`src/rtl/tone_meas_pkg.sv`:
```
// Shared types and constants for the tone period meter.
package tone_meas_pkg;

    // Measurement FSM: IDLE waits for the first edge, MEASURE times the gaps between edges
    typedef enum logic {
        IDLE    = 1'b0,
        MEASURE = 1'b1
    } meas_state_e;

    // Averaging mode: one result per AVG_SAMPLES good half-periods, divided by 2**AVG_SHIFT
    localparam int AVG_SAMPLES = 4;
    localparam int AVG_SHIFT   = 2;

endpackage

```
`src/rtl/sync_edge_det.sv`:
```
// Input synchronizer and edge detector for the asynchronous tone input.
// The edge pulse is registered and fires for one clock on rising and falling transitions.
module sync_edge_det #(
    parameter int SYNC_STAGES = 2
) (
    input  logic i_clk,
    input  logic i_reset,
    input  logic i_async,
    output logic o_edge
);

    logic [SYNC_STAGES-1:0] r_sync;
    logic                   r_prev;
    logic                   r_edge;

    // Shift the raw input through the synchronizer and flag any change of the synced level
    always_ff @(posedge i_clk) begin
        if (i_reset) begin
            r_sync <= '0;
            r_prev <= 1'b0;
            r_edge <= 1'b0;
        end else begin
            r_sync <= {r_sync[SYNC_STAGES-2:0], i_async};
            r_prev <= r_sync[SYNC_STAGES-1];
            r_edge <= r_sync[SYNC_STAGES-1] ^ r_prev;
        end
    end

    assign o_edge = r_edge;

endmodule

```
`src/rtl/tone_period_meter.sv`:
```
// Tone period meter: measures clk cycles between consecutive edges of a 1-bit tone input
// and delivers each half-period through a valid/ready result register.
// Optional feature macro TONE_PERIOD_AVG_EN: report the mean of 4 good half-periods
// instead of every raw half-period.
module tone_period_meter
    import tone_meas_pkg::*;
#(
    parameter int CNT_W       = 32,
    parameter int SYNC_STAGES = 2,
    parameter int MIN_HALF    = 2
) (
    input  logic             i_clk,
    input  logic             i_reset,
    input  logic             i_sig_in,
    output logic             o_meas_valid,
    input  logic             i_meas_ready,
    output logic [CNT_W-1:0] o_half_period,
    output logic             o_overflow,
    output logic             o_locked,
    output logic             o_overrun
);

    localparam logic [CNT_W-1:0] CNT_MAX = '1;
    localparam logic [CNT_W-1:0] MIN_CNT = CNT_W'(MIN_HALF);

    logic             w_edge;
    meas_state_e      r_state;
    meas_state_e      w_state_next;
    logic [CNT_W-1:0] r_cnt;
    logic [CNT_W-1:0] w_cnt_next;
    logic             r_locked;
    logic             w_locked_next;
    logic             w_good_edge;
    logic             w_timeout;
    logic             w_new_result;
    logic [CNT_W-1:0] w_new_hp;
    logic             w_new_ovf;
    logic             r_valid;
    logic [CNT_W-1:0] r_half_period;
    logic             r_overflow;
    logic             r_overrun;

    sync_edge_det #(
        .SYNC_STAGES (SYNC_STAGES)
    ) u_sync_edge_det (
        .i_clk   (i_clk),
        .i_reset (i_reset),
        .i_async (i_sig_in),
        .o_edge  (w_edge)
    );

    // State, counter and lock flag registers
    always_ff @(posedge i_clk) begin
        if (i_reset) begin
            r_state  <= IDLE;
            r_cnt    <= '0;
            r_locked <= 1'b0;
        end else begin
            r_state  <= w_state_next;
            r_cnt    <= w_cnt_next;
            r_locked <= w_locked_next;
        end
    end

    // Next-state logic: edges that arrive too soon are glitches and the saturation test runs before the increment
    always_comb begin
        w_state_next  = r_state;
        w_cnt_next    = r_cnt;
        w_locked_next = r_locked;
        w_good_edge   = 1'b0;
        w_timeout     = 1'b0;
        case (r_state)
            IDLE: begin
                if (w_edge) begin
                    w_state_next = MEASURE;
                    w_cnt_next   = CNT_W'(1);
                end
            end
            MEASURE: begin
                if (w_edge && (r_cnt >= MIN_CNT)) begin
                    w_good_edge   = 1'b1;
                    w_cnt_next    = CNT_W'(1);
                    w_locked_next = 1'b1;
                end else if (r_cnt == CNT_MAX) begin
                    w_timeout     = 1'b1;
                    w_cnt_next    = '0;
                    w_locked_next = 1'b0;
                    w_state_next  = IDLE;
                end else begin
                    w_cnt_next = r_cnt + CNT_W'(1);
                end
            end
            default: begin
                w_state_next = IDLE;
            end
        endcase
    end

`ifdef TONE_PERIOD_AVG_EN
    localparam int                 N_W         = $clog2(AVG_SAMPLES);
    localparam logic [N_W-1:0]     LAST_SAMPLE = N_W'(AVG_SAMPLES - 1);

    logic [CNT_W+1:0] r_acc;
    logic [N_W-1:0]   r_acc_n;
    logic [CNT_W+1:0] w_sum;

    // Running sum including the current half-period, so the fourth sample completes in the same cycle
    always_comb begin
        w_sum        = r_acc + {2'b00, r_cnt};
        w_new_result = w_timeout | (w_good_edge && (r_acc_n == LAST_SAMPLE));
        w_new_ovf    = w_timeout;
        w_new_hp     = w_timeout ? CNT_MAX : CNT_W'(w_sum >> AVG_SHIFT);
    end

    // Accumulate good half-periods; a timeout throws away a partial group
    always_ff @(posedge i_clk) begin
        if (i_reset || w_timeout) begin
            r_acc   <= '0;
            r_acc_n <= '0;
        end else if (w_good_edge) begin
            if (r_acc_n == LAST_SAMPLE) begin
                r_acc   <= '0;
                r_acc_n <= '0;
            end else begin
                r_acc   <= w_sum;
                r_acc_n <= r_acc_n + N_W'(1);
            end
        end
    end
`else
    // Every good edge and every timeout produces a raw result
    always_comb begin
        w_new_result = w_good_edge | w_timeout;
        w_new_ovf    = w_timeout;
        w_new_hp     = w_timeout ? CNT_MAX : r_cnt;
    end
`endif

    // Result register: a new result is dropped while an unaccepted one is held, which sets the sticky overrun flag
    always_ff @(posedge i_clk) begin
        if (i_reset) begin
            r_valid       <= 1'b0;
            r_half_period <= '0;
            r_overflow    <= 1'b0;
            r_overrun     <= 1'b0;
        end else if (w_new_result && (!r_valid || i_meas_ready)) begin
            r_valid       <= 1'b1;
            r_half_period <= w_new_hp;
            r_overflow    <= w_new_ovf;
        end else if (w_new_result) begin
            r_overrun <= 1'b1;
        end else if (r_valid && i_meas_ready) begin
            r_valid <= 1'b0;
        end
    end

    assign o_meas_valid  = r_valid;
    assign o_half_period = r_half_period;
    assign o_overflow    = r_overflow;
    assign o_locked      = r_locked;
    assign o_overrun     = r_overrun;

endmodule

```
`config.mk`:
```
export PLATFORM = sky130hd
export DESIGN_NAME = tone_period_meter
export DESIGN_NICKNAME = d
export VERILOG_FILES = /design/src/rtl/tone_meas_pkg.sv /design/src/rtl/sync_edge_det.sv /design/src/rtl/tone_period_meter.sv
export SDC_FILE = /design/constraint.sdc
export NUM_CORES = 1
export LEC_CHECK = 0
export BUFFER_PORTS_ARGS = -buffer_cell sky130_fd_sc_hd__buf_2
export CAP_MARGIN = 30
export CORE_MARGIN = 4
export CORE_UTILIZATION = 55
export DETAILED_ROUTE_END_ITERATION = 12
export PLACE_DENSITY_LB_ADDON = 0.15
export SLEW_MARGIN = 20
export SYNTH_ARGS = -nofsm -noshare
export SYNTH_HDL_FRONTEND = slang
export SYNTH_SLANG_ARGS = --single-unit
```
`constraint.sdc`:
```
create_clock -name i_clk -period 3.1 [get_ports i_clk]
set_input_delay 0.31 -clock i_clk [delete_from_list [all_inputs] [get_ports i_clk]]
set_output_delay 0.31 -clock i_clk [all_outputs]
set_load 0.02 [all_outputs]
```
## Word-level counts from Yosys, hierarchy flattened

Cells that the tools add are included.

- Add/sub/neg operators: 1
- Order comparisons: 1
- Eq/ne operators: 3
- Muxes and demuxes: 19
- Bitwise logic cells: 4
- Reductions and logical operators: 10

Operators by type and width:

| operator | count |
|---|---|
| two-way mux 32 bit | 4 |
| one-hot mux 32 bit (2 select lines) | 1 |
| adder 32 x 1 -> 32 bit, second input constant | 1 |
| == test 32 bit, second input constant | 1 |
| greater-or-equal comparator 32 x 2 -> 1 bit, second input constant | 1 |
| two-way mux 1 bit | 13 |
| AND reduction 2 bit | 3 |
| inequality test 2 x 1 -> 1 bit, second input constant | 2 |
| nonzero test 2 bit | 2 |
| logical AND 1 bit | 3 |
| inverter 1 bit | 2 |
| one-hot mux 1 bit (2 select lines) | 1 |
| logical NOT 1 bit | 1 |
| logical OR 1 bit | 1 |
| bitwise OR 1 bit | 1 |
| bitwise XOR 1 bit | 1 |

- Register bits after elaboration: 73
- Bits of input ports: 4
- Output and inout port bits: 36
- Word-level logic and storage cells: 48

## Depth between registers and ports, before layout

- Depth after elaboration: 8
- Mapped depth: 10
- Gate-level depth less buffers: 8

## Modules after synthesis

A second synthesis with hierarchy kept.

- Cell total of the unflattened synthesis: 354
- Area total of the unflattened synthesis: 3357.0 um2

Modules (own cells, without submodules):

| module | instances | cells an instance | area an instance (um2) | sequential area each (um2) |
|---|---|---|---|---|
| tone_period_meter | 1 | 345 | 3245.6 | 1381.3 |
| sync_edge_det | 1 | 9 | 111.4 | 80.1 |

## Worst setup path after synthesis

OpenSTA, ideal clock, no wires.

- Path kind: register to register
- From: register r_cnt[1]
- To: register r_cnt[21]
- Library setup time: 0.120 ns
- Arrival: 2.296 ns
- Required time: 2.980 ns
- Setup slack: 0.684 ns
- Stages on the path, launching flop included: 9
- Buffers on the path: 1
- Period minus slack after synthesis: 2.416 ns
- Cell sequence: dfxtp_1 > ha_1 > nand3_1 > or4_4 > o41ai_4 > nor2_2 > buf_6 > and3_1 > a211o_1

- Longest elaborated chain between the ends: 4
- Elaborated cells on any way between the ends: 7
- Those cells by class: add/sub: 1; order compare: 1; eq/ne: 1; mux: 3; reduce/logical: 1

Ends and longest elaborated chain:

| element | RTL line | text |
|---|---|---|
| start, declared | tone_period_meter.sv:29 | `logic [CNT_W-1:0] r_cnt;` |
| start signal, assigned | tone_period_meter.sv:60 | `r_cnt <= w_cnt_next;` |
| adder 32 x 1 -> 32 bit, or another cell as far along | tone_period_meter.sv:90 | `w_cnt_next = r_cnt + CNT_W'(1);` |
| two-way mux 32 bit / logical AND 1 bit (equally long branches) | tone_period_meter.sv:84, tone_period_meter.sv:80 |  |
| two-way mux 32 bit (*) | tone_period_meter.sv:80 | `if (w_edge && (r_cnt >= MIN_CNT)) begin` |
| one-hot mux 32 bit (2 select lines) (*) | tone_period_meter.sv:72 | `case (r_state)` |

Every way passes the cells marked *; elsewhere a longest branch is shown, timed or not.
A chain may end at the register's enable or synchronous reset.

## Final worst setup path

- From: register r_cnt[0]
- To: register r_cnt[3]

The elaborated chain is that of the path after synthesis.

==> flow_summary.rst <==
.. list-table::
   :header-rows: 1

   * - Metric
     - Value
   * - Number of max-cap violations
     - 0
   * - LEAKAGE
     - 0.001505 uW
   * - Top flip-flop cell by instance count after synthesis
     - sky130_fd_sc_hd__dfxtp_1
   * - Top cells by area in the synthesized netlist
     - sky130_fd_sc_hd__dfxtp_1 45%, sky130_fd_sc_hd__o221a_2 11%, sky130_fd_sc_hd__nand2_1 3.9%
   * - Maximum fanout along the worst path
     - 14
   * - Sw frac
     - 21.59%
   * - Maximum clock skew at final layout
     - 0.007476 ns
   * - Number of DRC violations after detailed routing
     - 0
   * - Antenna violations before repair
     - 0
   * - DRT Pass-1 Iters
     - 5
   * - Initial DRC Count
     - 230
   * - Most frequent cells after synthesis
     - 73 x sky130_fd_sc_hd__dfxtp_1, 34 x sky130_fd_sc_hd__nand2_1, 32 x sky130_fd_sc_hd__o221a_2
   * - Critical setup path kind
     - reg -> reg
   * - Buffer count from post-CTS setup fixing
     - 0
   * - Fmax
     - ~360 MHz
   * - Utilization after layout
     - 66.02%
   * - Post-route clock period utilization
     - around nine tenths
   * - Hold-fix buffers, CTS
     - 0
   * - First-pass GRT wire length
     - 13790 um
   * - Min-Delay Path Class
     - in -> reg
   * - Sequential standard cell area
     - 0.001461 mm^2
   * - Placeable core area
     - 0.005608 mm^2
   * - Required time of the worst setup path
     - 3.34 ns
   * - Sum of overflow across all layers after global routing
     - 0
   * - Clock buffers created by TritonCTS
     - 9
   * - Overall die area
     - a little over 0.007 mm^2
   * - Total of endpoints with negative setup slack in the final report
     - 0
   * - Share of total power in sequential cells
     - about half
   * - CTS clock-pin slew for the worst setup and hold paths
     - 0.08 ns
   * - Skew-Pair Late Insertion Delay
     - roughly 0.35 ns
   * - DRT antenna net count
     - 0
   * - Per-cell routed wire length
     - 17.35 um
   * - Syn Std Cell Area
     - 0.003246 mm^2
   * - Yosys reg bits
     - 73
   * - CTS tree
     - yes
   * - Die X-Extent
     - ~85 um
   * - H-tree lvl count
     - 3
   * - Most instantiated library cell after synthesis
     - sky130_fd_sc_hd__dfxtp_1
   * - Peak VDD IR
     - around 0.29 mV
   * - Number of rows created at floorplan
     - 27
   * - Number of pins with negative max-slew slack in the final report
     - 0
   * - Power density over the cells
     - 503.5 mW/mm^2
   * - Relative slew slack
     - 46.17%
   * - Signal arrival time at the worst endpoint
     - 2.99 ns
   * - Fraction of synthesized cell area taken by the top area cell type
     - a little under half
   * - Share of total power in the clock network
     - a little under half
   * - Clock root buffer
     - sky130_fd_sc_hd__clkbuf_8
   * - Leading area contributor after synthesis
     - sky130_fd_sc_hd__dfxtp_1
   * - Minimum clock period
     - between 2 and 3 ns
   * - Sequential-to-total area share from yosys stat
     - 45.03%
   * - Final hold vios
     - 0
   * - Kind of capture point of the worst setup path
     - flip-flop
   * - Sw power
     - 402.5 uW
   * - Max Buffers Root-to-Sink
     - 2
   * - Net count after synthesis
     - between 300 and 400
   * - Combinational power share
     - 3.5%
   * - Run status
     - finished, final reports clean
   * - Number of synthesized flops with an enable pin
     - 0
   * - I/O Buffers
     - 39
   * - Gp weighted congestion
     - 0.9110
   * - Final Net Count
     - roughly 390
   * - Layout area overhead
     - 14.07%
   * - Gate count of the mapped netlist
     - 354
   * - Via count of the first global-routing pass
     - roughly 2900
   * - Startpoint class of the critical path
     - flip-flop
   * - Number of clock sinks
     - 73
   * - Worst Tran Pin Value
     - 0.8066 ns
   * - Number of warnings printed during yosys synthesis
     - 0
   * - Initial core utilization
     - slightly below 60%
   * - Unrepaired setup endpoints after global routing
     - false
   * - Setup TNS
     - 0 ns
   * - Post-detailed-placement half-perimeter wirelength
     - 5486 um
   * - Largest net degree at the start of global routing
     - 36
   * - Aggregate global-route resource usage
     - 23.46%
   * - Async set-or-reset flop fraction in the synthesized netlist
     - 0%
   * - Num ports
     - 40
   * - CTS-repair resized insts
     - 0
   * - Final antenna diode count
     - 0
   * - Synthesized area per cell
     - ~9 um^2
   * - Internal power component
     - about 1500 uW
   * - Avg Vias per Cell
     - 6.512
   * - Filler Cells Inserted
     - 498
   * - Multi-input gate area
     - 0.001628 mm^2
   * - Die height
     - 84.82 um
   * - Via Count
     - 3015
   * - Layout cell share with drive strength beyond 1
     - 26.60%
   * - Number of library cell types mapped by synthesis
     - 51
   * - Total Routed Length
     - between 8000 and 9000 um
-- area by class of cell --
class                   instances  area share, %
well taps                      72          2.433
clock inverters                 4          2.028
clock buffers                  12          4.191
repair buffers                 49          7.300
multi-input cells             247          43.97
inverters                       6         0.6083
flip-flops and latches         73          39.47
-- critical path, stage by stage (launching register included) --
cell and delay (ns):
sky130_fd_sc_hd__dfxtp_1 0.47, sky130_fd_sc_hd__ha_1 0.25, sky130_fd_sc_hd__nand3_1 0.20, sky130_fd_sc_hd__or4_4 0.56, sky130_fd_sc_hd__o41ai_4 0.41, sky130_fd_sc_hd__nand2b_2 0.37
sky130_fd_sc_hd__o21ai_0 0.17, sky130_fd_sc_hd__a22o_1 0.21
-- cells by family after synthesis --
logic type	count (synthesis)	share of synthesized area, %
adder cells (fa/ha/maj)	2	0.7709
XOR/XNOR	2	0.5398
AND/OR/NAND/NOR	150	24.21
AO/OA/AOI/OAI	92	24.17
multiplexers	1	0.3084
flip-flops	73	45.03
buffers and inverters	34	4.973
-- sequential cells by signal (all words and copies together), names as in the netlist --
| register | flops |
|---|---|
| o_locked | 1 |
| u_sync_edge_det.r_prev | 1 |
| r_state | 1 |
| r_cnt | 32 |
| o_meas_valid | 1 |
| o_overflow | 1 |
| o_half_period | 32 |
| u_sync_edge_det.o_edge | 1 |
| u_sync_edge_det.r_sync | 2 |
| o_overrun | 1 |
-- worst paths after layout --
check	startpoint	to	cells past startpoint	slack (ns)
worst min-delay path	i_sig_in	u_sync_edge_det.r_sync[0]	2	0.17
worst max-delay path	r_cnt[0]	r_cnt[3]	7	0.35
worst max register to register	r_cnt[0]	r_cnt[3]	7	0.35
worst min register to register	u_sync_edge_det.r_sync[0]	u_sync_edge_det.r_sync[1]	1	0.45
-- placed cells by master, fill, tap and decap left out, drive strengths merged, types with 3 or more instances in the layout --
cell     n
dfxtp   73
nor2    19
a31oi    3
nor3    19
o21ai   17
nand4   14
a21o     8
nor4    10
clkbuf  12
or3      5
and3    10
nand3   21
inv      5
buf     49
or2      3
o31ai    3
a211o    5
nand2   34
o221a   32
a22oi    3
a21oi    8
a22o     4
nor2b    5
-- layer usage --
layer | share of wire, % | track usage [%] | up-vias
li1 | - | - | 1422
met1 | 45 | 31.74 | 1432
met2 | 46 | 36.30 | 135
met3 | 6.4 | 3.981 | 26
met4 | 2.9 | 11.51 | 0
met5 | 0 | 0 | -
-- through the flow --
stage / cell area (um^2) / worst slack, ns / hold slack (ns) / cells / power, uW
after floorplan: 3246 / 0.6839 / 0.4138 / 354 / 1020
after detailed placement: 3472 / 0.4021 / 0.4354 / 447 / 1038
final: 3702 / 0.3483 / 0.1672 / 463 / 1864
after global placement: 3472 / 0.5052 / 0.4280 / 447 / 1036
after global routing: 3702 / 0.1403 / 0.1802 / 463 / 1917
after CTS: 3702 / 0.3688 / 0.1619 / 463 / 1876
-- power by group through the flow --
stage,Combinational (uW),Sequential [uW],Clock (uW)
floorplan,48.5,971,0
global placement,62.8,973,0
detailed placement,63.6,974,0
CTS,64.0,952,860
global route,73.0,953,890
finish,64.7,952,847
Note: power is estimated with default switching activity, not from simulation.
